==> src/rtl/mem_arbiter_if.sv <==
// Bus bundle for mem_arbiter: both master ports plus the shared memory port.
// The slave modport is the arbiter's view; master is the view of the surrounding masters and memory.
interface mem_arbiter_if #(
  parameter int M = 16,
  parameter int N = 32
);
  logic [N-1:0] m0Addr;
  logic [M-1:0] m0WData;
  logic         m0RE;
  logic         m0WE;
  logic [M-1:0] m0RData;
  logic         m0Ready;

  logic [N-1:0] m1Addr;
  logic [M-1:0] m1WData;
  logic         m1RE;
  logic         m1WE;
  logic         m1Lock;
  logic [M-1:0] m1RData;
  logic         m1Ready;

  logic [N-1:0] memAddr;
  logic [M-1:0] memWrite;
  logic         memRE;
  logic         memWE;
  logic [M-1:0] memRead;
  logic         memAck;
  logic         busErr;

  modport master (
    output m0Addr, m0WData, m0RE, m0WE,
    output m1Addr, m1WData, m1RE, m1WE, m1Lock,
    output memRead, memAck,
    input  m0RData, m0Ready, m1RData, m1Ready,
    input  memAddr, memWrite, memRE, memWE, busErr
  );

  modport slave (
    input  m0Addr, m0WData, m0RE, m0WE,
    input  m1Addr, m1WData, m1RE, m1WE, m1Lock,
    input  memRead, memAck,
    output m0RData, m0Ready, m1RData, m1Ready,
    output memAddr, memWrite, memRE, memWE, busErr
  );
endinterface

==> src/rtl/mem_arbiter.sv <==
// Round-robin two-master memory arbiter with an acknowledge watchdog.
// Optional locked bursts for master 1 are enabled by defining MEM_ARB_BURST_EN.
module mem_arbiter #(
  parameter int M         = 16,
  parameter int N         = 32,
  parameter int TIMEOUT   = 255,
  parameter int BURST_MAX = 8
) (
  input  logic          clk,
  input  logic          rst,
  mem_arbiter_if.slave  bus
);

  typedef enum logic [1:0] {
    IDLE   = 2'd0,
    GRANT0 = 2'd1,
    GRANT1 = 2'd2
  } state_t;

  localparam logic [15:0] WD_LAST = 16'(TIMEOUT - 1);

  state_t       state_q, state_d;
  logic         last_grant_q, last_grant_d;
  logic [15:0]  wd_cnt_q, wd_cnt_d;

`ifdef MEM_ARB_BURST_EN
  localparam int BW = $clog2(BURST_MAX) + 1;
  localparam logic [BW-1:0] BURST_LAST = BW'(BURST_MAX - 1);
  logic [BW-1:0] burst_cnt_q, burst_cnt_d;
`else
  logic unused_lock_s;
  assign unused_lock_s = bus.m1Lock;
`endif

  logic         req0_s, req1_s, sel_s, req_sel_s;
  logic [N-1:0] mem_addr_s;
  logic [M-1:0] mem_write_s, rdata_s;
  logic         mem_re_s, mem_we_s, ready_s, bus_err_s;

  assign req0_s    = bus.m0RE | bus.m0WE;
  assign req1_s    = bus.m1RE | bus.m1WE;
  assign sel_s     = (state_q == GRANT1);
  assign req_sel_s = sel_s ? req1_s : req0_s;

  // Next state, counters and the combinational memory-side mux
  always_comb begin
    state_d      = state_q;
    last_grant_d = last_grant_q;
    wd_cnt_d     = wd_cnt_q;
`ifdef MEM_ARB_BURST_EN
    burst_cnt_d  = burst_cnt_q;
`endif
    mem_addr_s   = '0;
    mem_write_s  = '0;
    mem_re_s     = 1'b0;
    mem_we_s     = 1'b0;
    rdata_s      = '0;
    ready_s      = 1'b0;
    bus_err_s    = 1'b0;

    case (state_q)
      IDLE: begin
        if (req0_s && req1_s) begin
          state_d = last_grant_q ? GRANT0 : GRANT1;
        end else if (req0_s) begin
          state_d = GRANT0;
        end else if (req1_s) begin
          state_d = GRANT1;
        end else begin
          state_d = IDLE;
        end
      end

      GRANT0, GRANT1: begin
        mem_addr_s  = sel_s ? bus.m1Addr  : bus.m0Addr;
        mem_write_s = sel_s ? bus.m1WData : bus.m0WData;
        mem_re_s    = sel_s ? bus.m1RE    : bus.m0RE;
        mem_we_s    = sel_s ? bus.m1WE    : bus.m0WE;
        rdata_s     = bus.memRead;

        if (!req_sel_s) begin
          state_d      = IDLE;
          last_grant_d = sel_s;
          wd_cnt_d     = 16'd0;
`ifdef MEM_ARB_BURST_EN
          burst_cnt_d  = '0;
`endif
        end else if (bus.memAck) begin
          ready_s      = 1'b1;
          last_grant_d = sel_s;
          wd_cnt_d     = 16'd0;
`ifdef MEM_ARB_BURST_EN
          // A locked master 1 keeps the grant until its burst allowance is used
          if (sel_s && bus.m1Lock && (burst_cnt_q < BURST_LAST)) begin
            burst_cnt_d = burst_cnt_q + BW'(1);
          end else begin
            state_d     = IDLE;
            burst_cnt_d = '0;
          end
`else
          state_d      = IDLE;
`endif
        end else if (wd_cnt_q == WD_LAST) begin
          ready_s      = 1'b1;
          rdata_s      = '0;
          bus_err_s    = 1'b1;
          state_d      = IDLE;
          last_grant_d = sel_s;
          wd_cnt_d     = 16'd0;
`ifdef MEM_ARB_BURST_EN
          burst_cnt_d  = '0;
`endif
        end else begin
          wd_cnt_d     = wd_cnt_q + 16'd1;
        end
      end

      default: begin
        state_d = IDLE;
      end
    endcase
  end

  // State and counter registers with synchronous reset
  always_ff @(posedge clk) begin
    if (rst) begin
      state_q      <= IDLE;
      last_grant_q <= 1'b1;
      wd_cnt_q     <= 16'd0;
`ifdef MEM_ARB_BURST_EN
      burst_cnt_q  <= '0;
`endif
    end else begin
      state_q      <= state_d;
      last_grant_q <= last_grant_d;
      wd_cnt_q     <= wd_cnt_d;
`ifdef MEM_ARB_BURST_EN
      burst_cnt_q  <= burst_cnt_d;
`endif
    end
  end

  assign bus.memAddr  = mem_addr_s;
  assign bus.memWrite = mem_write_s;
  assign bus.memRE    = mem_re_s;
  assign bus.memWE    = mem_we_s;
  assign bus.busErr   = bus_err_s;
  assign bus.m0Ready  = ready_s & (state_q == GRANT0);
  assign bus.m1Ready  = ready_s & (state_q == GRANT1);
  assign bus.m0RData  = (state_q == GRANT0) ? rdata_s : '0;
  assign bus.m1RData  = (state_q == GRANT1) ? rdata_s : '0;

endmodule

==> src/flat_wrapper.sv <==
// flat-port wrapper written by rule: the top's interface ports become plain ports
module mem_arbiter_flat 
#(
  parameter int M         = 16,
  parameter int N         = 32,
  parameter int TIMEOUT   = 255,
  parameter int BURST_MAX = 8
)
  (clk, rst, bus_m0Addr, bus_m0WData, bus_m0RE, bus_m0WE, bus_m1Addr, bus_m1WData, bus_m1RE, bus_m1WE, bus_m1Lock, bus_memRead, bus_memAck, bus_m0RData, bus_m0Ready, bus_m1RData, bus_m1Ready, bus_memAddr, bus_memWrite, bus_memRE, bus_memWE, bus_busErr);
  mem_arbiter_if #(.M(M), .N(N)) bus_i ();
  input  logic clk;
  input  logic rst;
  input wire logic [$bits(bus_i.m0Addr)-1:0] bus_m0Addr;
  input wire logic [$bits(bus_i.m0WData)-1:0] bus_m0WData;
  input wire logic [$bits(bus_i.m0RE)-1:0] bus_m0RE;
  input wire logic [$bits(bus_i.m0WE)-1:0] bus_m0WE;
  input wire logic [$bits(bus_i.m1Addr)-1:0] bus_m1Addr;
  input wire logic [$bits(bus_i.m1WData)-1:0] bus_m1WData;
  input wire logic [$bits(bus_i.m1RE)-1:0] bus_m1RE;
  input wire logic [$bits(bus_i.m1WE)-1:0] bus_m1WE;
  input wire logic [$bits(bus_i.m1Lock)-1:0] bus_m1Lock;
  input wire logic [$bits(bus_i.memRead)-1:0] bus_memRead;
  input wire logic [$bits(bus_i.memAck)-1:0] bus_memAck;
  output wire logic [$bits(bus_i.m0RData)-1:0] bus_m0RData;
  output wire logic [$bits(bus_i.m0Ready)-1:0] bus_m0Ready;
  output wire logic [$bits(bus_i.m1RData)-1:0] bus_m1RData;
  output wire logic [$bits(bus_i.m1Ready)-1:0] bus_m1Ready;
  output wire logic [$bits(bus_i.memAddr)-1:0] bus_memAddr;
  output wire logic [$bits(bus_i.memWrite)-1:0] bus_memWrite;
  output wire logic [$bits(bus_i.memRE)-1:0] bus_memRE;
  output wire logic [$bits(bus_i.memWE)-1:0] bus_memWE;
  output wire logic [$bits(bus_i.busErr)-1:0] bus_busErr;
  assign bus_i.m0Addr = bus_m0Addr;
  assign bus_i.m0WData = bus_m0WData;
  assign bus_i.m0RE = bus_m0RE;
  assign bus_i.m0WE = bus_m0WE;
  assign bus_i.m1Addr = bus_m1Addr;
  assign bus_i.m1WData = bus_m1WData;
  assign bus_i.m1RE = bus_m1RE;
  assign bus_i.m1WE = bus_m1WE;
  assign bus_i.m1Lock = bus_m1Lock;
  assign bus_i.memRead = bus_memRead;
  assign bus_i.memAck = bus_memAck;
  assign bus_m0RData = bus_i.m0RData;
  assign bus_m0Ready = bus_i.m0Ready;
  assign bus_m1RData = bus_i.m1RData;
  assign bus_m1Ready = bus_i.m1Ready;
  assign bus_memAddr = bus_i.memAddr;
  assign bus_memWrite = bus_i.memWrite;
  assign bus_memRE = bus_i.memRE;
  assign bus_memWE = bus_i.memWE;
  assign bus_busErr = bus_i.busErr;
  mem_arbiter #(.M(M), .N(N), .TIMEOUT(TIMEOUT), .BURST_MAX(BURST_MAX)) u_core (.clk(clk), .rst(rst), .bus(bus_i));
endmodule
==> config.mk <==
export PLATFORM = sky130hd
export DESIGN_NAME = mem_arbiter_flat
export DESIGN_NICKNAME = d
export VERILOG_FILES = /design/src/rtl/mem_arbiter_if.sv /design/src/rtl/mem_arbiter.sv /design/src/flat_wrapper.sv
export SDC_FILE = /design/constraint.sdc
export NUM_CORES = 1
export LEC_CHECK = 0
export ABC_CLOCK_PERIOD_IN_PS = 2880
export CELL_PAD_IN_SITES_DETAIL_PLACEMENT = 1
export CELL_PAD_IN_SITES_GLOBAL_PLACEMENT = 1
export CORE_MARGIN = 2
export CORE_UTILIZATION = 19
export DETAILED_ROUTE_END_ITERATION = 10
export PLACE_DENSITY_LB_ADDON = 0.05
export SLEW_MARGIN = 40
export SYNTH_ARGS = -nofsm -noshare
export SYNTH_HDL_FRONTEND = slang
export SYNTH_SLANG_ARGS = --single-unit
export TNS_END_PERCENT = 20
==> constraint.sdc <==
create_clock -name clk -period 2.88 [get_ports clk]
set_input_delay 0.576 -clock clk [delete_from_list [all_inputs] [get_ports clk]]
set_output_delay 0.576 -clock clk [all_outputs]
set_load 0.05 [all_outputs]
==> results.txt <==
share of the synthesized netlist area taken by xor and xnor gates: 4.633%
drt total wl: 8.439 mm
Max Slew Vio Count: 0
dpl hpwl: 6.712 mm
most frequent CP cell: buf_4
share of the synthesized area in the top cell type: 24.07%
Slew @ Worst Pin: 0.4266 ns
Worst-Skew Late Latency: 0.27 ns
initial antenna violation count: 0
Top Ports: 205
WP buf/inv: 3
multi-input logic area: 1613 µm²
Synth warnings: 0
critical path's slowest cell: clkdlybuf4s50_1
global-route wire length before repair: 12.59 mm
main combinational cell family by area after synthesis: simple AND/OR/NAND/NOR gates
post-synthesis sequential area ratio: 18.29%
largest net degree at the start of global routing: 48
DRT iter0 DRCs: 46
WP data required: 2.30 ns
CP delay by family, top: buffers and inverters
outcome: finished, final reports clean
post-DR vias/cell: 4.369
minimum clock period: 2.728 ns
Reg area: 380.4 µm²
top post-synthesis cells by count: 67 x nor2_1, 50 x mux2i_1, 32 x and2_1
most numerous cell in the Yosys netlist: nor2_1
clk slew on worst S/H paths: 0.08 ns
critical path type: in2out
cell at the root of the clock tree: clkbuf_8
RSZ-0062 raised after global routing: false
grt total ovfl: 0
main flop type after synthesis: dfxtp_1
Die X-Extent: 108.6 µm
drt pass-1 iters: 4
Synth Area in Adders: 3.008%
CTS Buf Count: 3
Crit. End Element: output pin
Area Overhead vs Synth: 102.8%
PwrDens: 456.4 nW/µm²
fmax: 366.6 MHz
max-cap violations: 0
number of global-route vias before repair: 2688
wire per inst: 13.79 µm
syn nets: 401
Post-DRT Antenna Nets: 0
Initial Util: 19.35%
Setup crit start kind: primary input
Tot GR Track Use: 13.16%
nets: 598
Residual DRC: 0
PortBufs: 203
vias: 2674
top cell type by total area after synthesis: mux2i_1
fin crit share: 94.72%
post-layout util: 39.24%
endpoints failing hold: 0
Worst Hold Class: reg2reg
Die ar.: 11800 µm²
Compound-Gate Fraction of Synth Area: 7.641%
num rows: 38
WP data arrival: 2.15 ns
Leak Pwr: 1.680 nW
post-synthesis simple-gate area fraction: 36.70%
share of cells above drive strength 1: 23.73%
H-tree Lvls: 1
cell area after synthesis: 2079 µm²
fillers: 1309
clock skew: 0.008181 ns
CTS max path bufs: 2
CTS Hold Buffers Added: 0
ant diodes: 0
clk sink count: 19
core area: 10750 µm²
final setup vio count: 0
critical path cell sequence: clkdlybuf4s50_1, nor3b_4, nor3_4, a21oi_2, buf_4, and2_1, buf_4
Die Height: 108.6 µm
multiplexer share of the synthesized area: 24.07%
fraction of registers with async set/reset: 0%
average size of a mapped cell: 7.534 µm²
#FFs+latches synth: 19
Post-synth EDFFs: 0
VDD IR max: 200.2 µV
Yosys cell types: 40
Placer Congestion: 0.7193
synthesized instance count: 276
setup TNS: 0 ns
CTS tree: done
worst rel slew slack: 71.56%
Synth area leaders: mux2i_1 24%, dfxtp_1 18%, nor2_1 12%, and2_1 9.6%, ha_1 3.0%
critical path's largest stage delay: 0.48 ns
crit path max fanout: 16
-- worst paths after layout --
kind	start	to	slack [ns]	depth (start not counted)
setup / recovery	bus_m1WE	bus_m1RData[7]	0.15	7
hold / removal	u_core.wd_cnt_q[15]	u_core.wd_cnt_q[15]	0.49	2
setup reg to reg	u_core.state_q[1]	u_core.wd_cnt_q[15]	0.76	7
hold reg to reg	u_core.wd_cnt_q[15]	u_core.wd_cnt_q[15]	0.49	2
-- state kept, by name, indices dropped and copies added, names as in the netlist --
name                 cells
u_core.state_q           2
u_core.last_grant_q      1
u_core.wd_cnt_q         16
-- stage by stage --
step | hold WS, ns | std cells | power (mW) | cell area (µm²) | worst slack [ns]
3_5_place_dp | 0.4931 | 606 | 1.724 | 4103 | 0.04541
6_report | 0.4947 | 612 | 1.924 | 4217 | 0.1521
5_1_grt | 0.5399 | 612 | 2.030 | 4217 | 0.004558
2_1_floorplan | 0.4578 | 276 | 1.203 | 2086 | 0.1812
4_1_cts | 0.5062 | 610 | 1.928 | 4149 | 0.01546
3_3_place_gp | 0.4858 | 606 | 1.717 | 4103 | 0.09795
-- cells in the final DEF, fill, tap and decap left out, types with 2 or more instances in the layout --
master,n
nand4_1,7
dfxtp_1,19
nand3_1,3
o21ai_0,3
nor2b_1,2
inv_1,6
buf_12,6
xnor2_1,6
clkdlybuf4s50_1,118
clkbuf_8,3
o41ai_1,2
and2_1,32
mux2i_1,50
nor3_1,4
buf_4,87
a31o_2,2
and4_1,3
or3_1,2
o211ai_1,2
nor2_1,67
ha_1,4
nand2_1,11
a21oi_1,6
xor2_1,5
and3_1,3
-- area by class of cell --
type | count | area share [%]
Multi-Input combinational cell | 231 | 38.25
Clock buffer | 3 | 0.9792
Tap cell | 140 | 4.154
Inverter | 6 | 0.5341
Sequential cell | 19 | 9.021
Timing Repair Buffer | 212 | 46.94
Clock inverter | 1 | 0.1187
-- logic make-up after synthesis --
kind of cell               count (synthesis)
buffers and inverters                     26
DFF                                       19
xor gates and xnor gates                  11
and+or+nand+nor                          145
AOI/OAI and AO/OA                         20
adders and majority gates                  5
muxes                                     50
-- report_power, final --
group | internal, mW | switching [mW]
combinational | 0.525 | 0.921
clock | 0.0967 | 0.102
sequential | 0.273 | 0.00751
-- per-layer routing --
layer	global-route usage [%]	up-vias	routed length, µm
met1	14.25	1226	3182
met2	24.82	104	4383
li1	-	1339	-
met4	2.198	0	52
met3	4.662	5	821
met5	0	-	0
-- worst min-delay path, cell delays in order, from the launching register on --
cell	delay, ns
dfxtp_1	0.32
o21ai_0	0.07
a21oi_1	0.06
-- repair_timing --
item,4_1_cts,5_1_grt
resized for setup,0,3
setup endpoints to repair,1,32
pin swaps,1,1
cloned,0,1
setup buffers,0,1
(Power assumes the default switching activity.)
